`src/rtl/num_entry.sv`:
```
// rtl/num_entry.sv - keypad number entry with BCD-to-binary conversion; NUM_ENTRY_AUTOCOMMIT_EN commits a full entry without Enter
module num_entry #(
  parameter int DIGITS = 3,
  parameter int VAL_W  = 12
) (
  input  logic                  clk_div,
  input  logic                  rst,
  input  logic [3:0]            num,
  input  logic                  load_num,
  output logic [4*DIGITS-1:0]   bcd,
  output logic [2:0]            digit_cnt,
  output logic                  neg,
  output logic                  busy,
  output logic [VAL_W-1:0]      value,
  output logic                  num_valid
);

  localparam int BW = 4 * DIGITS;
  localparam int AW = VAL_W - 1;

  typedef enum logic [1:0] {
    S_IDLE,
    S_ENTRY,
    S_CONV,
    S_DONE
  } state_t;

  state_t          state_q, state_d;
  logic            load_q;
  logic [AW-1:0]   acc_q, acc_d;
  logic [2:0]      step_q, step_d;
  logic [BW-1:0]   bcd_d;
  logic [2:0]      cnt_d;
  logic            neg_d;
  logic [VAL_W-1:0] value_d;
  logic            valid_d;

  logic            key_ok;
  logic            is_digit;
  logic [BW-1:0]   bcd_shift;
  logic [3:0]      cur_digit;
  logic [AW-1:0]   ten;
  logic [AW-1:0]   acc_next;
  logic [VAL_W-1:0] acc_ext;

  // Rising edge of the key-present level; codes 13-15 never count as keys.
  assign key_ok    = load_num && !load_q && (num <= 4'd12);
  assign is_digit  = (num <= 4'd9);
  assign bcd_shift = (bcd << 4) | BW'(num);
  assign ten       = AW'(10);
  assign acc_next  = (acc_q * ten) + AW'(cur_digit);
  assign acc_ext   = {1'b0, acc_q};
  assign busy      = (state_q == S_CONV);

  // Pick the digit for this conversion step; step counts down so the oldest digit goes first.
  always_comb begin
    cur_digit = 4'd0;
    for (int i = 0; i < DIGITS; i++) begin
      if (step_q == 3'(i + 1)) cur_digit = bcd[4*i +: 4];
    end
  end

  // Next-state and datapath updates for the entry/convert FSM.
  always_comb begin
    state_d = state_q;
    bcd_d   = bcd;
    cnt_d   = digit_cnt;
    neg_d   = neg;
    acc_d   = acc_q;
    step_d  = step_q;
    value_d = value;
    valid_d = 1'b0;

    case (state_q)
      S_IDLE, S_ENTRY: begin
        if (key_ok) begin
          if (is_digit) begin
            if (digit_cnt < 3'(DIGITS)) begin
              bcd_d   = bcd_shift;
              cnt_d   = digit_cnt + 3'd1;
              state_d = S_ENTRY;
`ifdef NUM_ENTRY_AUTOCOMMIT_EN
              if (digit_cnt == 3'(DIGITS - 1)) begin
                state_d = S_CONV;
                step_d  = 3'(DIGITS);
                acc_d   = '0;
              end
`endif
            end
          end else if (num == 4'd10) begin
            neg_d   = !neg;
            state_d = S_ENTRY;
          end else if (num == 4'd11) begin
            state_d = S_CONV;
            step_d  = digit_cnt;
            acc_d   = '0;
          end else begin
            bcd_d   = '0;
            cnt_d   = 3'd0;
            neg_d   = 1'b0;
            state_d = S_IDLE;
          end
        end
      end

      S_CONV: begin
        if (step_q == 3'd0) begin
          // Two's complement of zero is zero, so -0 cannot appear.
          value_d = neg ? (-acc_ext) : acc_ext;
          valid_d = 1'b1;
          state_d = S_DONE;
        end else begin
          acc_d  = acc_next;
          step_d = step_q - 3'd1;
        end
      end

      S_DONE: begin
        if (key_ok) begin
          if (is_digit) begin
            bcd_d   = BW'(num);
            cnt_d   = 3'd1;
            neg_d   = 1'b0;
            state_d = S_ENTRY;
`ifdef NUM_ENTRY_AUTOCOMMIT_EN
            if (DIGITS == 1) begin
              state_d = S_CONV;
              step_d  = 3'd1;
              acc_d   = '0;
            end
`endif
          end else if (num == 4'd10) begin
            bcd_d   = '0;
            cnt_d   = 3'd0;
            neg_d   = 1'b1;
            state_d = S_ENTRY;
          end else if (num == 4'd11) begin
            state_d = S_CONV;
            step_d  = digit_cnt;
            acc_d   = '0;
          end else begin
            bcd_d   = '0;
            cnt_d   = 3'd0;
            neg_d   = 1'b0;
            state_d = S_IDLE;
          end
        end
      end

      default: begin
        state_d = S_IDLE;
      end
    endcase
  end

  // State and datapath registers; reset wins over any key seen on the same edge.
  always_ff @(posedge clk_div) begin
    if (rst) begin
      state_q   <= S_IDLE;
      load_q    <= 1'b0;
      bcd       <= '0;
      digit_cnt <= 3'd0;
      neg       <= 1'b0;
      acc_q     <= '0;
      step_q    <= 3'd0;
      value     <= '0;
      num_valid <= 1'b0;
    end else begin
      state_q   <= state_d;
      load_q    <= load_num;
      bcd       <= bcd_d;
      digit_cnt <= cnt_d;
      neg       <= neg_d;
      acc_q     <= acc_d;
      step_q    <= step_d;
      value     <= value_d;
      num_valid <= valid_d;
    end
  end

endmodule

```
`config.mk`:
```
export PLATFORM = sky130hd
export DESIGN_NAME = num_entry
export DESIGN_NICKNAME = d
export VERILOG_FILES = /design/src/rtl/num_entry.sv
export SDC_FILE = /design/constraint.sdc
export NUM_CORES = 1
export LEC_CHECK = 0
export ABC_AREA = 0
export CAP_MARGIN = 20
export CELL_PAD_IN_SITES_DETAIL_PLACEMENT = 1
export CELL_PAD_IN_SITES_GLOBAL_PLACEMENT = 1
export CORE_MARGIN = 4
export CORE_UTILIZATION = 45
export CTS_CLUSTER_SIZE = 30
export DETAILED_ROUTE_END_ITERATION = 6
export PLACE_DENSITY = 0.9
export SLEW_MARGIN = 20
export SYNTH_ARGS = -nofsm -noshare
export SYNTH_HDL_FRONTEND = slang
export SYNTH_SLANG_ARGS = --single-unit
```
`constraint.sdc`:
```
create_clock -name clk_div -period 6.9 [get_ports clk_div]
set_input_delay 2.07 -clock clk_div [delete_from_list [all_inputs] [get_ports clk_div]]
set_output_delay 2.07 -clock clk_div [all_outputs]
set_load 0.05 [all_outputs]
```
# After elaboration in Yosys (flattened, before gate mapping)
# Index checks and enable logic that the tools add are counted.
op_classes:
  reduce_logical: 15
  n_bitwise: 2
  n_mul: 1
  muxes: 52
  order_cmp: 3
  n_eq_ne: 19
  add_sub_neg: 4
op_table:
  columns: ["cell", "count"]
  rows:
  - ["12-bit 2-to-1 mux", 9]
  - ["11-bit 2-to-1 mux", 5]
  - ["3-bit 2-to-1 mux", 13]
  - ["12-bit case mux with 2 select lines", 1]
  - ["11-bit case mux with 2 select lines", 1]
  - ["2-bit 2-to-1 mux", 8]
  - ["4-bit 2-to-1 mux", 3]
  - ["2-bit inequality test (second input constant)", 6]
  - ["11-bit negator with 12-bit output", 1]
  - ["12-bit by 4-bit bitwise OR with 12-bit output", 1]
  - ["3-bit case mux with 2 select lines", 2]
  - ["11-bit by 4-bit adder with 11-bit output", 1]
  - ["11-bit by 3-bit multiplier with 10-bit output (second input constant)", 1]
  - ["5-bit AND reduction", 2]
  - ["4-bit equality test (second input constant)", 2]
  - ["4-bit <= comparator (second input constant)", 2]
  - ["1-bit 2-to-1 mux", 8]
  - ["4-bit AND reduction", 2]
  - ["3-bit by 2-bit equality test with 1-bit output (second input constant)", 2]
  - ["2-bit by 1-bit inequality test with 1-bit output (second input constant)", 3]
  - ["3-bit inequality test (second input constant)", 2]
  - ["2-bit case mux with 3 select lines", 1]
  - ["2-bit equality test (second input constant)", 2]
  - ["2-bit OR reduction", 2]
  - ["14 further kinds", 16]
totals:
  inputBits: 7
  ff_bits: 46

# Depth between registers and ports, before layout
# Gate-level depths: netlist (run 1).
depth:
  ltp_word: 7
  ltp_mapped: 15

# Worst setup path before layout (run 1)
# Ideal clock, no wire load.
synth_timing:
  path_kind: "input -> register"
  startpoint: "in num[0]"
  endpoint: "reg bcd[3]"
  slack_ns: 3.548
  required_ns: 6.772
  n_path_buf: 2
  arrival_time_ns: 3.225
  path_stages: 7
  path_cell_list: "buf_2 > maj3_2 > a21oi_1 > nand2_2 > buf_6 > a22oi_1 > nor2_1"
synth_between:
  elab_chain_cells: 6
  word_cells_on_any_way: 18
  cone_classes: "order compare (2); eq/ne (6); mux (8); reduce/logical (2)"
synth_lines:
  columns: ["item", "line_no", "rtl"]
  rows:
  - ["start, declared", "8", "input logic [3:0] num,"]
  - ["4-bit equality test", "93, 137", null]
  - ["12-bit 2-to-1 mux", null, null]
  - ["12-bit 2-to-1 mux, on equally long branches", null, null]
  - ["12-bit 2-to-1 mux, on equally long branches", "120, 77", null]
  - ["12-bit 2-to-1 mux, on equally long branches", "119, 76", null]
  - ["12-bit case mux with 2 select lines", "74", "case (state_q)"]
  - ["end signal, assigned", "161", "bcd <= '0;"]
  - ["end signal, assigned", "171", "bcd <= bcd_d;"]
  - ["end, declared", "10", "output logic [4*DIGITS-1:0] bcd,"]
# Parallel ways exist; a longest one is shown, timed or not. The select of a mux whose other input is x is not followed.
# A chain may end at the register's enable or synchronous reset.

# Worst setup path after layout (run 1)
layout_timing:
  startpoint: "reg state_q[1]"
  endpoint: "out busy"
layout_between:
  elab_chain_cells: 1
layout_lines:
  columns: ["item", "line_no", "rtl"]
  rows:
  - ["start, declared", "28", "state_t state_q, state_d;"]
  - ["start signal, assigned", "169", "state_q <= state_d;"]
  - ["2-bit equality test", "53", "assign busy = (state_q == S_CONV);"]
  - ["end, declared", "13", "output logic busy,"]
# Every way passes these cells.

==> impl_metrics.json, run 1 <==
{
  "outcome": "completed",
  "cts_buffers": 5,
  "die-area_um2": 7630,
  "p_leak_nw": 1.28,
  "fin_nets": 395,
  "seq_power_share_pct": 55.1,
  "fmax_mhz": 242,
  "tns_ps": 0,
  "clockBufferDepth": 2,
  "p_per_area_nw_per_um2": 149,
  "globalplace.congestion": 0.839,
  "clockRootBuffer": "clkbuf_8",
  "met2WireLength_mm": 3.87,
  "overflow": 0,
  "grt_pass1_vias": 2599,
  "met1Wirelength_mm": 3.41,
  "grt_max_degree": 48,
  "ir_worst_vdd_mv": 0.103,
  "vias": 2556,
  "cap_violations": 0,
  "stdcell_area_um2": 3320,
  "power.total_w": 0.000496,
  "p_clk_share_pct": 35.1,
  "wl_met3_um": 176,
  "hold_buffers": 0,
  "htree_levels": 2,
  "placed_area_um2": 3220,
  "dp_hpwl_mm": 5.51,
  "ys_seq_elements": 46,
  "die-height_um": 87.4,
  "end_kind": "output pin",
  "start_util_pct": 47.1,
  "antennaDiodeCount": 0,
  "crit_type": "reg -> out",
  "syn_nets": 364,
  "n_fill_cell": 728,
  "ys_types": 60,
  "yosys-top-cells-area": "dfxtp_1 (32%), ha_1 (10%), nor2_1 (7.7%)",
  "drive_gt1_share_pct": 8.52,
  "post-route-drc-count": 0,
  "syn_avg_cell_area_um2": 8.54,
  "hp-class": "reg -> reg",
  "crit_required_ps": 4830,
  "syn_area_um2": 2840,
  "multi_input_area_um2": 1800,
  "crit_chain": "nand2b_1, inv_4, clkdlybuf4s50_1",
  "rsz0062_at_grt": "no",
  "clk-insertion-delay-late_ps": 300,
  "drt_wl_total_mm": 7.54,
  "yosys.area.top_type": "dfxtp_1",
  "port_buffers": 36,
  "drv_slew": 0,
  "synth.yosys.seq_area_share_pct": 32.5,
  "synthCells": 332,
  "grt_use_total_pct": 21.0,
  "cts_resized": 0,
  "critPathMaxFanout": 8,
  "seq_area_um2": 921,
  "critPathSlowestCell": "clkdlybuf4s50_1",
  "drt-initial-drc-count": 95,
  "cts_sinks": 46,
  "switchingPower_w": 0.000130,
  "clock_skew_ps": 11.6,
  "async_reset_ff_share_pct": 0,
  "highest_layer": "met4",
  "cts_setup_buffers": 0,
  "swShare_pct": 26.1,
  "finalCritPeriodShare_pct": 59.8,
  "io_pins": 37,
  "worstPathArrival_ps": 2050,
  "chipWidth_um": 87.4,
  "coreArea_um2": 6030,
  "synth_largest_type_area_fraction_pct": 32.5,
  "synthFlopType": "dfxtp_1",
  "hold_violations": 0,
  "synthTopCellsByCount": "nor2_1 (58), dfxtp_1 (46), a21oi_1 (28)",
  "final_util_pct": 55.1,
  "setup_viol": 0,
  "combPwrFrac_pct": 9.8,
  "yosys_warnings": 0,
  "period_needed_ps": 4120,
  "synth_edf_count": 0,
  "vias_per_cell": 5.82,
  "start_kind": "register",
  "antenna_left": 0,
  "critPathMaxStageDelay_ps": 830,
  "maxSlewHeadroom_pct": 51.3,
  "grt_first_pass_wirelength_mm": 12.8,
  "yosysMostFrequentCell": "nor2_1",
  "clk_pin_slew_ps": 90,
  "antenna_found_initial": 0,
  "cts_tree": "done",
  "worst-slew-pin-transition_ps": 731,
  "synthToLayoutAreaGrowth_pct": 17.0,
  "dr.pass1.iters": 4,
  "p_int_w": 0.000366,
  "rows": 28,
  "avgRoutedWirePerCell_um": 17.2
}
## layer usage
metal	vias up	global-route usage, %
met5	-	0
met4	0	4.74
met3	10	2.93
met2	39	37.6
met1	1260	26.5
li1	1247	-
## cell type report
| type | count | area share [%] |
|---|---|---|
| Inverter | 10 | 1.21 |
| Timing Repair Buffer | 37 | 11.1 |
| Clock inverter | 2 | 0.377 |
| Sequential cell | 46 | 27.8 |
| Multi-Input combinational cell | 263 | 54.3 |
| Tap cell | 75 | 2.83 |
| Clock buffer | 6 | 2.49 |
## worst max-delay path, delay by kind of cell (launching register included)
family / cells / cell delay (ps)
flip-flops: 1 / 430
buffers and inverters: 2 / 1030
AND/OR/NAND/NOR: 1 / 300
## sequential cells by signal, summed over array words and instances (netlist names)
name       cells
acc_q         11
bcd           12
digit_cnt      3
load_q         1
neg            1
num_valid      1
state_q        2
step_q         3
value         12
## kinds of logic (layout without fill, tap and decap cells)
logic type / Yosys count / in the layout / share of synthesized area (%)
simple gates: 124 / 124 / 21.9
compound gates: 94 / 94 / 23.5
flops: 46 / 46 / 32.5
fa+ha+maj: 26 / 26 / 12.0
buf+inv: 23 / 55 / 4.02
xor+xnor: 18 / 18 / 5.83
mux: 1 / 1 / 0.353
## power by group through the flow
stage | registers (W) | clock network [W] | logic [W]
floorplan | 0.000288 | 0 | 0.0000240
finish | 0.000273 | 0.000174 | 0.0000486
global placement | 0.000280 | 0 | 0.0000474
CTS | 0.000273 | 0.000179 | 0.0000487
global route | 0.000274 | 0.000189 | 0.0000520
detailed placement | 0.000279 | 0 | 0.0000485
## cells in the final DEF (no fill, tap or decap), types with 2 or more instances in the layout
master / synthesis / layout
nand2b_1: 5 / 5
and3_1: 3 / 3
nor3b_1: 2 / 2
nand3_1: 4 / 4
clkdlybuf4s50_1: 0 / 36
nand2_1: 23 / 23
or3_1: 2 / 2
a21oi_1: 28 / 28
nor3_1: 2 / 2
nand3b_1: 4 / 4
a211oi_2: 2 / 2
fa_1: 2 / 2
o21ai_0: 7 / 7
a31oi_1: 2 / 2
ha_1: 23 / 23
o21ai_1: 4 / 4
a2bb2oi_1: 2 / 2
clkbuf_8: 0 / 6
xor2_1: 8 / 8
xnor2_1: 9 / 9
dfxtp_1: 46 / 46
inv_1: 9 / 9
a22oi_1: 23 / 23
nor2_2: 3 / 3
a211oi_1: 8 / 8
nand2_2: 2 / 2
a21o_1: 2 / 2
nor2b_1: 5 / 5
o31ai_1: 2 / 2
o41ai_1: 2 / 2
nor2_1: 58 / 58
## per-stage QoR
stage	hold slack (ps)	worst slack (ps)	cells
floorplan	475	3550	332
global placement	439	2780	431
detailed placement	450	2660	431
CTS	461	2790	439
global route	500	2690	439
finish	459	2780	439
## path summary, 6_finish.rpt
check             endpoint  cells past startpoint  slack [ps]        from
setup / recovery      busy                      3        2780  state_q[1]
setup reg to reg  acc_q[6]                     14        3950   step_q[0]
hold reg to reg   value[7]                      2         460    value[7]
hold / removal    value[7]                      2         460    value[7]
(Power assumes the default switching activity.)
==> inputs of run 2 (changes only) <==
--- a/config.mk
+++ b/config.mk
@@ -10,10 +10,10 @@
 export CELL_PAD_IN_SITES_DETAIL_PLACEMENT = 1
 export CELL_PAD_IN_SITES_GLOBAL_PLACEMENT = 1
 export CORE_MARGIN = 4
-export CORE_UTILIZATION = 45
+export CORE_UTILIZATION = 38
 export CTS_CLUSTER_SIZE = 30
 export DETAILED_ROUTE_END_ITERATION = 6
-export PLACE_DENSITY = 0.9
+export PLACE_DENSITY = 0.82
 export SLEW_MARGIN = 20
 export SYNTH_ARGS = -nofsm -noshare
 export SYNTH_HDL_FRONTEND = slang
==> constraint.sdc (replaced) <==
create_clock -name clk_div -period 3.6 [get_ports clk_div]
set_input_delay 1.08 -clock clk_div [delete_from_list [all_inputs] [get_ports clk_div]]
set_output_delay 1.08 -clock clk_div [all_outputs]
set_load 0.05 [all_outputs]
==> impl_metrics.json, run 2 (synthesis results as in run 1) <==
{
  "outcome": "completed",
  "crit_type": "reg -> out",
  "antennaDiodeCount": 0,
  "clock_skew_ps": 10.6,
  "antenna_left": 0,
  "worst-slew-pin-transition_ps": 850,
  "maxSlewHeadroom_pct": 43.1,
  "synthToLayoutAreaGrowth_pct": 18.7,
  "globalplace.congestion": 0.803,
  "start_kind": "register",
  "seq_power_share_pct": 55.4,
  "drt_wl_total_mm": 7.13,
  "drv_slew": 0,
  "grt_max_degree": 24,
  "chipWidth_um": 94.4,
  "final_common_cell": "nor2_1",
  "dp.cells": 458,
  "p_clk_share_pct": 34.7,
  "n_fill_cell": 905,
  "crit_required_ps": 2520,
  "rows": 31,
  "final_cell_mix": "nor2_1 (58), dfxtp_1 (46), clkdlybuf4s50_1 (36)",
  "die-area_um2": 8910,
  "hold_violations": 0,
  "avgRoutedWirePerCell_um": 15.3,
  "combPwrFrac_pct": 10.0,
  "grt_use_total_pct": 16.5,
  "finalNonFillerCells": 466,
  "setup_viol": 0,
  "cts_tree": "done",
  "vias": 2526,
  "die-height_um": 94.4,
  "tns_ps": 0,
  "period_needed_ps": 3080,
  "dp_hpwl_mm": 5.46,
  "rsz0062_at_grt": "no",
  "port_buffers": 36,
  "io_pins": 37,
  "drt-initial-drc-count": 108,
  "cts_buffers": 5,
  "hp-class": "reg -> reg",
  "start_util_pct": 39.1,
  "cap_violations": 0,
  "dr.pass1.iters": 4,
  "vias_per_cell": 5.42,
  "overflow": 0,
  "post-route-drc-count": 0,
  "p_int_w": 0.000685,
  "p_per_area_nw_per_um2": 281,
  "drive_gt1_share_pct": 9.26,
  "switchingPower_w": 0.000261,
  "grt_first_pass_wirelength_mm": 12.0,
  "ir_worst_vdd_mv": 0.143,
  "swShare_pct": 27.6,
  "p_leak_nw": 1.29,
  "reg_top3": "bcd: 12 flops, value: 12 flops, acc_q: 11 flops",
  "clockBufferDepth": 2,
  "critPathMaxFanout": 8,
  "grt_pass1_vias": 2511,
  "fin_nets": 398,
  "hold_buffers": 0,
  "clockRootBuffer": "clkbuf_8",
  "antenna_found_initial": 0,
  "cts_setup_buffers": 0,
  "clk-insertion-delay-late_ps": 300,
  "clk_pin_slew_ps": 90,
  "cts_resized": 0,
  "cts_sinks": 46,
  "htree_levels": 2,
  "coreArea_um2": 7250,
  "end_kind": "output pin",
  "worstPathArrival_ps": 2000,
  "fmax_mhz": 325,
  "finalCritPeriodShare_pct": 85.5
}
-- run 2: cell types whose count changed in the layout (fill, tap and decap cells not counted), sizes merged --
cell    delta
clkinv     +1
buf        +3
clkbuf     -1
-- run 2: layout make-up --
cell class                      instances  area [µm²]  share of cell area [%]
Multi-Input combinational cell        263        1800                    53.5
Clock buffer                            5        68.8                    2.04
Clock inverter                          3        21.3                   0.632
Tap cell                               99         124                    3.68
Sequential cell                        46         921                    27.4
Inverter                               10        40.0                    1.19
Timing Repair Buffer                   40         390                    11.6
-- run 2: worst max-delay path: stages, from the launching register on --
cell             delay (ps)
dfxtp_1                 420
nand2b_1                260
inv_4                   190
clkdlybuf4s50_1         820
-- run 2: power groups by stage --
stage               sequential, W  combinational, W  clock, W
floorplan                0.000552         0.0000460         0
global placement         0.000535         0.0000917         0
detailed placement       0.000535         0.0000942         0
CTS                      0.000524         0.0000943  0.000331
global route             0.000525          0.000101  0.000357
finish                   0.000524         0.0000944  0.000328
-- run 2: layer usage --
| metal | vias to the layer above | global-route usage, % | wire length, µm | part of all wire [%] |
|---|---|---|---|---|
| li1 | 1258 | - | - | - |
| met4 | 0 | 4.93 | 108 | 1.5 |
| met3 | 7 | 2.47 | 168 | 2.4 |
| met5 | - | 0 | 0 | 0 |
| met2 | 31 | 28.2 | 3440 | 48 |
| met1 | 1230 | 21.4 | 3410 | 48 |
-- run 2: worst paths after layout --
check | from | depth (start not counted) | slack, ps | to
worst max register to register | acc_q[1] | 9 | 800 | acc_q[10]
worst max-delay path | state_q[1] | 3 | 520 | busy
worst min-delay path | value[8] | 2 | 460 | value[8]
worst min register to register | value[8] | 2 | 460 | value[8]
-- run 2: per-stage QoR --
stage / setup slack [ps] / instance area [µm²] / total power [W] / utilization (%) / hold WS (ps)
floorplan: 1080 / 2840 / 0.000598 / - / 475
global placement: 649 / 3280 / 0.000627 / 45.2 / 440
detailed placement: 556 / 3280 / 0.000630 / 45.2 / 447
CTS: 502 / 3370 / 0.000949 / 46.4 / 461
global route: 389 / 3370 / 0.000983 / 46.4 / 505
finish: 522 / 3370 / 0.000946 / 46.4 / 459
